[src/rtl/cpu_pkg.sv]
// Types and constants shared across the CPU front end.
// word_align() clears the byte-offset bits of a byte address.
package cpu_pkg;

  localparam int XLEN = 32;
  localparam logic [XLEN-1:0] INST_NOP = 32'h0000_0000;

  typedef enum logic [1:0] {
    BOOT  = 2'd0,
    RUN   = 2'd1,
    STALL = 2'd2,
    FLUSH = 2'd3
  } if_state_t;

  function automatic logic [XLEN-1:0] word_align(input logic [XLEN-1:0] a);
    return a & ~{{(XLEN-2){1'b0}}, 2'b11};
  endfunction

endpackage

[src/rtl/inst_fetch_if.sv]
// Fetch-side bundle: ROM port, decode handshake, redirect input and debug outputs.
// master = fetch unit, slave = ROM/decode/execute environment.
interface inst_fetch_if;
  import cpu_pkg::*;

  logic [XLEN-1:0] rom_addr;
  logic [XLEN-1:0] rom_inst;
  logic            if_valid;
  logic            if_ready;
  logic [XLEN-1:0] if_inst;
  logic [XLEN-1:0] if_pc;
  logic [XLEN-1:0] if_pc4;
  logic            redir_valid;
  logic [XLEN-1:0] redir_pc;
  logic            misalign;
  logic [XLEN-1:0] fetch_cnt;

  modport master (
    output rom_addr, if_valid, if_inst, if_pc, if_pc4, misalign, fetch_cnt,
    input  rom_inst, if_ready, redir_valid, redir_pc
  );

  modport slave (
    input  rom_addr, if_valid, if_inst, if_pc, if_pc4, misalign, fetch_cnt,
    output rom_inst, if_ready, redir_valid, redir_pc
  );

endinterface

[src/rtl/inst_fetch_pc_reg.sv]
// Program counter: word-aligned reset value, hold, +4 increment, redirect load.
module pc_reg
  import cpu_pkg::*;
#(
  parameter logic [XLEN-1:0] RESET_PC = 32'h0000_0000
) (
  input  logic            clk,
  input  logic            rst,
  input  logic            inc_i,
  input  logic            redir_i,
  input  logic [XLEN-1:0] target_i,
  output logic [XLEN-1:0] pc_o
);

  logic [XLEN-1:0] pc_q;
  logic [XLEN-1:0] pc_d;

  // Redirect beats increment; otherwise hold.
  always_comb begin
    pc_d = pc_q;
    if (redir_i) begin
      pc_d = word_align(target_i);
    end else if (inc_i) begin
      pc_d = pc_q + 32'd4;
    end else begin
      pc_d = pc_q;
    end
  end

  always_ff @(posedge clk) begin
    if (rst) begin
      pc_q <= word_align(RESET_PC);
    end else begin
      pc_q <= pc_d;
    end
  end

  assign pc_o = pc_q;

endmodule

[src/rtl/inst_fetch.sv]
// Instruction fetch front end: fetch FSM, registered fetch slot toward decode,
// redirect handling, sticky misalign flag and retired-fetch counter.
module inst_fetch
  import cpu_pkg::*;
#(
  parameter logic [XLEN-1:0] RESET_PC = 32'h0000_0000
) (
  input  logic         clk,
  input  logic         rst,
  inst_fetch_if.master bus
);

  if_state_t       state_q, state_d;
  logic [XLEN-1:0] pc;
  logic            if_valid_q;
  logic [XLEN-1:0] if_inst_q, if_pc_q, if_pc4_q;
  logic            misalign_q;
  logic [XLEN-1:0] fetch_cnt_q;
  logic            fetching;
  logic            xfer;
  logic            load;

  // BOOT and FLUSH are bubble states; only RUN/STALL may fill the slot.
  assign fetching = (state_q == RUN) || (state_q == STALL);
  assign xfer     = if_valid_q && bus.if_ready;
  assign load     = fetching && (!if_valid_q || bus.if_ready) && !bus.redir_valid;

  always_comb begin
    state_d = state_q;
    if (bus.redir_valid) begin
      state_d = FLUSH;
    end else begin
      case (state_q)
        BOOT:    state_d = RUN;
        RUN:     state_d = (if_valid_q && !bus.if_ready) ? STALL : RUN;
        STALL:   state_d = bus.if_ready ? RUN : STALL;
        FLUSH:   state_d = RUN;
        default: state_d = BOOT;
      endcase
    end
  end

  always_ff @(posedge clk) begin
    if (rst) begin
      state_q <= BOOT;
    end else begin
      state_q <= state_d;
    end
  end

  pc_reg #(.RESET_PC(RESET_PC)) u_pc_reg (
    .clk      (clk),
    .rst      (rst),
    .inc_i    (load),
    .redir_i  (bus.redir_valid),
    .target_i (bus.redir_pc),
    .pc_o     (pc)
  );

  // A redirect discards the slot even when stalled; contents are simply left stale.
  always_ff @(posedge clk) begin
    if (rst) begin
      if_valid_q <= 1'b0;
      if_inst_q  <= INST_NOP;
      if_pc_q    <= 32'h0000_0000;
      if_pc4_q   <= 32'h0000_0000;
    end else if (bus.redir_valid) begin
      if_valid_q <= 1'b0;
    end else if (load) begin
      if_valid_q <= 1'b1;
      if_inst_q  <= bus.rom_inst;
      if_pc_q    <= pc;
      if_pc4_q   <= pc + 32'd4;
    end else if (xfer) begin
      if_valid_q <= 1'b0;
    end
  end

  // A transfer coinciding with a redirect still counts as retired.
  always_ff @(posedge clk) begin
    if (rst) begin
      fetch_cnt_q <= 32'h0000_0000;
      misalign_q  <= 1'b0;
    end else begin
      if (xfer) begin
        fetch_cnt_q <= fetch_cnt_q + 32'd1;
      end
      if (bus.redir_valid && (bus.redir_pc[1:0] != 2'b00)) begin
        misalign_q <= 1'b1;
      end
    end
  end

  assign bus.rom_addr  = {2'b00, pc[XLEN-1:2]};
  assign bus.if_valid  = if_valid_q;
  assign bus.if_inst   = if_inst_q;
  assign bus.if_pc     = if_pc_q;
  assign bus.if_pc4    = if_pc4_q;
  assign bus.misalign  = misalign_q;
  assign bus.fetch_cnt = fetch_cnt_q;

endmodule

[src/flat_wrapper.sv]
// flat-port wrapper written by rule: the top's interface ports become plain ports
module inst_fetch_flat import cpu_pkg::*;
#(
  parameter logic [XLEN-1:0] RESET_PC = 32'h0000_0000
)
  (clk, rst, bus_rom_addr, bus_if_valid, bus_if_inst, bus_if_pc, bus_if_pc4, bus_misalign, bus_fetch_cnt, bus_rom_inst, bus_if_ready, bus_redir_valid, bus_redir_pc);
  inst_fetch_if bus_i ();
  input  logic clk;
  input  logic rst;
  output wire logic [$bits(bus_i.rom_addr)-1:0] bus_rom_addr;
  output wire logic [$bits(bus_i.if_valid)-1:0] bus_if_valid;
  output wire logic [$bits(bus_i.if_inst)-1:0] bus_if_inst;
  output wire logic [$bits(bus_i.if_pc)-1:0] bus_if_pc;
  output wire logic [$bits(bus_i.if_pc4)-1:0] bus_if_pc4;
  output wire logic [$bits(bus_i.misalign)-1:0] bus_misalign;
  output wire logic [$bits(bus_i.fetch_cnt)-1:0] bus_fetch_cnt;
  input wire logic [$bits(bus_i.rom_inst)-1:0] bus_rom_inst;
  input wire logic [$bits(bus_i.if_ready)-1:0] bus_if_ready;
  input wire logic [$bits(bus_i.redir_valid)-1:0] bus_redir_valid;
  input wire logic [$bits(bus_i.redir_pc)-1:0] bus_redir_pc;
  assign bus_rom_addr = bus_i.rom_addr;
  assign bus_if_valid = bus_i.if_valid;
  assign bus_if_inst = bus_i.if_inst;
  assign bus_if_pc = bus_i.if_pc;
  assign bus_if_pc4 = bus_i.if_pc4;
  assign bus_misalign = bus_i.misalign;
  assign bus_fetch_cnt = bus_i.fetch_cnt;
  assign bus_i.rom_inst = bus_rom_inst;
  assign bus_i.if_ready = bus_if_ready;
  assign bus_i.redir_valid = bus_redir_valid;
  assign bus_i.redir_pc = bus_redir_pc;
  inst_fetch #(.RESET_PC(RESET_PC)) u_core (.clk(clk), .rst(rst), .bus(bus_i));
endmodule
[config.mk]
export PLATFORM = sky130hd
export DESIGN_NAME = inst_fetch_flat
export DESIGN_NICKNAME = d
export VERILOG_FILES = /design/src/rtl/cpu_pkg.sv /design/src/rtl/inst_fetch_if.sv /design/src/rtl/inst_fetch_pc_reg.sv /design/src/rtl/inst_fetch.sv /design/src/flat_wrapper.sv
export SDC_FILE = /design/constraint.sdc
export NUM_CORES = 1
export LEC_CHECK = 0
export BUFFER_PORTS_ARGS = -buffer_cell sky130_fd_sc_hd__buf_2
export CORE_MARGIN = 8
export CORE_UTILIZATION = 30
export CTS_BUF_LIST = sky130_fd_sc_hd__clkbuf_4 sky130_fd_sc_hd__clkbuf_8
export CTS_CLUSTER_SIZE = 20
export DETAILED_ROUTE_END_ITERATION = 7
export PLACE_DENSITY = 0.54
export SLEW_MARGIN = 10
export SYNTH_ARGS = -nofsm -noshare
export SYNTH_HDL_FRONTEND = slang
export SYNTH_SLANG_ARGS = --single-unit
[constraint.sdc]
create_clock -name clk -period 2.05 [get_ports clk]
set_input_delay 0.3075 -clock clk [delete_from_list [all_inputs] [get_ports clk]]
set_output_delay 0.3075 -clock clk [all_outputs]
set_load 0.05 [all_outputs]
Word level (Yosys, flattened, before mapping) --
Cells that the tools add are included.
Cells by class: equal/unequal tests 3, shifts and indexed selects 0, $add $sub $neg 2, divide/modulo/power cells 0, magnitude comparators 0, mux-type cells 8, bitwise logic cells 1, multiply operators 0, reductions and logical operators 17
Operator list (count):
- $mux W32 | 2
- $add A32 B1 Y32 const B | 1
- $add A32 B3 Y32 const B | 1
- $mux W2 | 3
- $pmux W2 S3 | 1
- $reduce_bool A2 Y1 | 3
- $logic_and A1 B1 Y1 | 5
- $eq A2 B2 Y1 const B | 2
- $reduce_or A2 Y1 | 2
- $logic_not A1 Y1 | 3
- $eq A2 B1 Y1 const B | 1
- $logic_not A2 Y1 | 1
- $logic_or A1 B1 Y1 | 2
- $mux W1 | 2
- $reduce_and A2 Y1 | 1
- $not A1 Y1 | 1
Storage, ports and cells: bits of input ports 68, bits in latches 0, ROM bits 0, memories 0, flip-flop bits (word level) 164, word-level logic and storage cells 40, RAM bits 0

Logic depth before layout (Yosys ltp) --
word-level depth 6, depth in mapped cells 8

Hierarchy --
A second synthesis with hierarchy kept.
Second synthesis, totals: cell total of the unflattened synthesis 951, area, all modules 7581.0 um^2
By module, submodules not included:
- inst_fetch | area each 5651.7 um^2, cells each 700, times used 1
- pc_reg | area each 1929.4 um^2, cells each 251, times used 1

Worst setup path after synthesis --
No wires, ideal clock.
kind register -> register, from register u_core.u_pc_reg.pc_q[2] (netlist: u_core.u_pc_reg.pc_o[2]), to register u_core.u_pc_reg.pc_q[30] (netlist: u_core.u_pc_reg.pc_o[30]), required time 1959 ps, clock period less this slack 2274 ps, stages on the path, launching flop included 7, setup slack -224 ps, arrival 2183 ps, library setup time 91 ps, cell sequence dfxtp_1 ha_1 nand3_4 nor3_4 nand2_1 or3_1 a311oi_1
Between the ends: longest elaborated chain between the ends 3
Ends and longest elaborated chain:
- start, declared | RTL line inst_fetch_pc_reg.sv:15 | logic [XLEN-1:0] pc_q;
- start signal, assigned | RTL line inst_fetch_pc_reg.sv:32 | pc_q <= word_align(RESET_PC);
- start signal, assigned | RTL line inst_fetch_pc_reg.sv:34 | pc_q <= pc_d;
- $add A32 B3 Y32 | RTL line inst_fetch_pc_reg.sv:24 | pc_d = pc_q + 32'd4;
- $mux W32 | RTL line inst_fetch_pc_reg.sv:23 | end else if (inc_i) begin
- $mux W32 | RTL line inst_fetch_pc_reg.sv:21 | if (redir_i) begin
No other way between the ends. The select of a mux whose other input is x is not followed. A chain may end at the register's enable or synchronous reset.

Worst setup path in the final report --
from register u_core.state_q[0], to register u_core.u_pc_reg.pc_q[26] (netlist: u_core.u_pc_reg.pc_o[26])
Between the ends: longest elaborated chain between the ends 5, elaborated cells on any way between the ends 6, classes of those cells eq/ne: 2; reduce/logical: 4
Ends and longest elaborated chain:
- start, declared | RTL line inst_fetch.sv:13 | if_state_t state_q, state_d;
- start signal, assigned | RTL line inst_fetch.sv:47 | state_q <= state_d;
- $eq A2 B1 Y1 or $eq A2 B2 Y1 (tied branches) | RTL line inst_fetch.sv:24 | assign fetching = (state_q == RUN) || (state_q == STALL);
- $logic_or A1 B1 Y1 * | RTL line inst_fetch.sv:24
- $logic_and A1 B1 Y1 * (2 in series) | RTL line inst_fetch.sv:26 | assign load = fetching && (!if_valid_q || bus.if_ready) && !bus.redir_valid;
- $reduce_bool A2 Y1 (no source line) *
Every way passes the cells marked *; elsewhere a longest branch is shown, timed or not.

==> reports/qor.csv <==
stage;metric;value;unit
clock_tree;CTS tree;yes;
hold_path;Hold Path Class;in -> reg;
die;Die W;168;um
final_layout;final-layout fill cell count;2393;
clock_tree;Skew-Pair Late Insertion Delay;0.46;ns
worst_setup_path;CP top delay family;simple AND/OR/NAND/NOR gates;
drt;Pre-antenna DRT Iters;4;
logic_synthesis;Synth top cells by count;nand2_1, dfxtp_1, nor2_1;
logic_synthesis;largest family of logic cells by synthesized area;simple AND/OR/NAND/NOR gates;
worst_setup_path;CP Class;reg -> reg;
flow_run;Max Cap Viol;0;
pwr;Clock power frac;35.1;%
place;gpl congestion;0.787;
sta;# setup viols final;0;
drt;wire per inst;15.7;um
logic_synthesis;Post-synth EDFFs;0;
drt;routed vias;6409;
die;DIE AREA;28300;um2
worst_setup_path;worst setup path end;u_core.u_pc_reg.pc_o[26]$_SDFFE_PP0P_;
logic_synthesis;Avg Cell Area, Syn;8.25;um2
clock_tree;CTS resizes;0;
logic_synthesis;Synth Register Bits;158;
worst_setup_path;Critical Path RT;2.42;ns
logic_synthesis;sequential cell area fraction in the yosys report;45.6;%
grt;largest net degree at the start of global routing;73;
final_layout;Synth-to-Final Area Change;31.8;%
sta;RSZ-0062 raised after global routing;false;
logic_synthesis;adder-cell share of the synthesized area;0.721;%
drt;routed wire length;21.6;mm
pwr;Max IR drop VDD;0.000376;V
die;Die Y;168;um
pwr;Leak Pwr;3.94;nW
logic_synthesis;compound-cell area share of the yosys netlist;12.2;%
logic_synthesis;Async SR Flop Fraction;0;%
logic_synthesis;area leader, netlist;dfxtp_1;
worst_setup_path;Worst R2R Setup Slack;0.17;ns
clock_tree;# H-tree levels;4;
worst_setup_path;crit path launch;u_core.state_q[0]$_SDFF_PP0_;
logic_synthesis;Synth top area share;45.6;%
clock_tree;CTS root buf;clkbuf_8;
logic_synthesis;Top FF cell, synth;dfxtp_1;
worst_setup_path;Worst Path Arrival;2.24;ns
clock_tree;hold_buf cts;0;
grt;first-pass GRT wire length;34.3;mm
die;row count;55;
drt;Remaining DRCs;0;
logic_synthesis;most frequent cell after synthesis;nand2_1;
pwr;switching share of power;33.7;%
clock_tree;cts bufs inserted;17;
place;DP HPWL;15.9;mm
worst_setup_path;Worst R2R Path Depth;6;
sta;Final Hold Fails;0;
pwr;Seq pwr share;44.5;%
worst_setup_path;Buffers & Inverters on Critical Path;1;
worst_setup_path;CP peak stage delay;0.36;ns
logic_synthesis;Simple-Gate Fraction of Synth Area;26.2;%
worst_setup_path;Slowest-stage cell, CP;ha_2;
clock_tree;Clock Pin Slew Worst Setup and Hold Paths;0.10;ns
pwr;Psw;2.57;mW
final_layout;fin nets;1152;
die;Core ar.;22700;um2
grt;total track usage;15.1;%
sta;top achievable clock speed;533;MHz
logic_synthesis;leading post-synthesis cells by cell area;dfxtp_1, nand2_1, xor2_1, a21oi_1, nor2_1;
sta;fin crit period;1.88;ns
logic_synthesis;Mapped Cells;841;
die;initial core utilization;30.6;%
sta;period utilization;91.6;%
final_layout;Non-Filler Instances;1380;
grt;antenna violations before repair;4;
sta;Setup Skew;0.0197;ns
drt;ANT nets after route;0;
logic_synthesis;multiplexer area fraction after synthesis;0.144;%
worst_setup_path;CP cell instances;inv_1 -> ha_2 -> nor3_4 -> nand3_2 -> or3_1 -> a311oi_1;
sta;setup total negative slack;0;ns
place;# port buffers;223;
worst_setup_path;worst reg2reg endpoint;u_core.u_pc_reg.pc_o[26]$_SDFFE_PP0P_;
logic_synthesis;area share of xor/xnor cells in the synthesized design;10.2;%
outcome;status;complete, no violations;
final_layout;share of layout cells above drive strength 1;32.1;%
grt;global route overflow;0;
logic_synthesis;post-synth cell types;46;
sta;final max-slew violation count;0;
die;num ports;230;
clock_tree;CTS max path bufs;2;
logic_synthesis;mapped cell area;6940;um2
drt;Initial DRC Count;318;
grt;vias in the first global route;6271;
worst_setup_path;WP depth;6;
pwr;internal power;5.04;mW
worst_setup_path;CP startpoint kind;flop;
worst_setup_path;Critical Path Fanout Max;7;
logic_synthesis;synth warn;0;
drt;DR vias/cell;4.64;
pwr;Comb pwr share;20.4;%
worst_setup_path;Reg2Reg Launch Point;u_core.state_q[0]$_SDFF_PP0_;
place;placed insts;1346;
pwr;pwr dens;832;nW/um2
clock_tree;CTS sink cnt;158;
worst_setup_path;CP endpoint kind;flop;
clock_tree;Post-CTS Setup Bufs;0;
[placed cells by master (no fill, tap or decap), drive strengths merged, types with 18 or more instances in the layout]
master    n
a211oi   47
xor2     64
dfxtp   158
nor2     99
nand2   172
clkbuf   18
a21oi    78
nand3    33
nand4    27
buf     280
[routing by layer]
| layer | part of all wire, % | up-vias | track usage (%) |
|---|---|---|---|
| li1 | - | 3305 | - |
| met1 | 45 | 2911 | 18.5 |
| met2 | 46 | 163 | 24.1 |
| met3 | 7.9 | 26 | 5.89 |
| met4 | 1.4 | 4 | 4.31 |
| met5 | 0.12 | - | 0 |
[worst min path at each step]
stage / startpoint / depth (start not counted) / end / slack [ns]
floorplan: bus_redir_valid / 1 / u_core.u_pc_reg.pc_o[31]$_SDFFE_PP0P_ / 0.41
CTS: bus_rom_inst[21] / 3 / u_core.bus.if_inst[21]$_SDFFE_PP0P_ / 0.04
finish: bus_rom_inst[21] / 3 / u_core.bus.if_inst[21]$_SDFFE_PP0P_ / 0.07
global route: bus_rom_inst[2] / 3 / u_core.bus.if_inst[2]$_SDFFE_PP0P_ / 0.04
global placement: u_core.bus.misalign$_SDFFE_PP0P_ / 2 / u_core.bus.misalign$_SDFFE_PP0P_ / 0.43
detailed placement: u_core.bus.if_inst[10]$_SDFFE_PP0P_ / 2 / u_core.bus.if_inst[10]$_SDFFE_PP0P_ / 0.44
[metrics by stage]
step | hold WS, ns | cell area, um2 | util [%] | total power, mW | setup slack (ns)
floorplan | 0.411 | 6980 | - | 4.53 | -0.0188
global placement | 0.432 | 8690 | 38.2 | 5.02 | 0.145
detailed placement | 0.443 | 8690 | 38.2 | 5.03 | 0.0934
CTS | 0.0385 | 9130 | 40.2 | 7.71 | 0.0664
global route | 0.0407 | 9150 | 40.3 | 7.96 | 0.0587
finish | 0.0671 | 9150 | 40.3 | 7.61 | 0.173
[cell type report]
class | instances | area, um2 | share of cell area [%]
multi-input combinational | 614 | 3480 | 38.0
sequential | 158 | 3180 | 34.8
timing repair buffer | 280 | 1650 | 18.0
tap | 285 | 357 | 3.90
clock buffer | 18 | 241 | 2.64
clock inverter | 14 | 205 | 2.24
inverter | 9 | 33.8 | 0.369
antenna | 2 | 5.00 | 0.0547
[registers in the layout, indices dropped and copies added, names as in the netlist]
signal	cells
u_core.bus.misalign	1
u_core.u_pc_reg.pc_o	30
u_core.bus.if_valid	1
u_core.state_q	2
u_core.bus.if_pc	30
u_core.bus.if_inst	32
u_core.bus.if_pc4	30
u_core.bus.fetch_cnt	32
[power by group through the flow]
stage               sequential, mW  clock [mW]  combinational [mW]
global route                  3.41        2.88                1.67
detailed placement            3.45           0                1.57
global placement              3.45           0                1.57
finish                        3.38        2.67                1.55
CTS                           3.38        2.75                1.57
floorplan                     4.02           0               0.515
[tightest hold or removal path: stages]
cell and delay, ns:
buf_2 0.09, nand2_1 0.04, a21oi_1 0.05
[cell families (layout without fill, tap and decap cells)]
family | count (synthesis) | after routing
muxes | 1 | 1
other | 1 | 8
adders and majority gates | 4 | 4
buffers and inverters | 74 | 321
DFF | 158 | 158
and+or+nand+nor | 381 | 381
xor gates and xnor gates | 81 | 81
AOI/OAI and AO/OA | 141 | 141
Note: power is estimated with default switching activity, not from simulation.
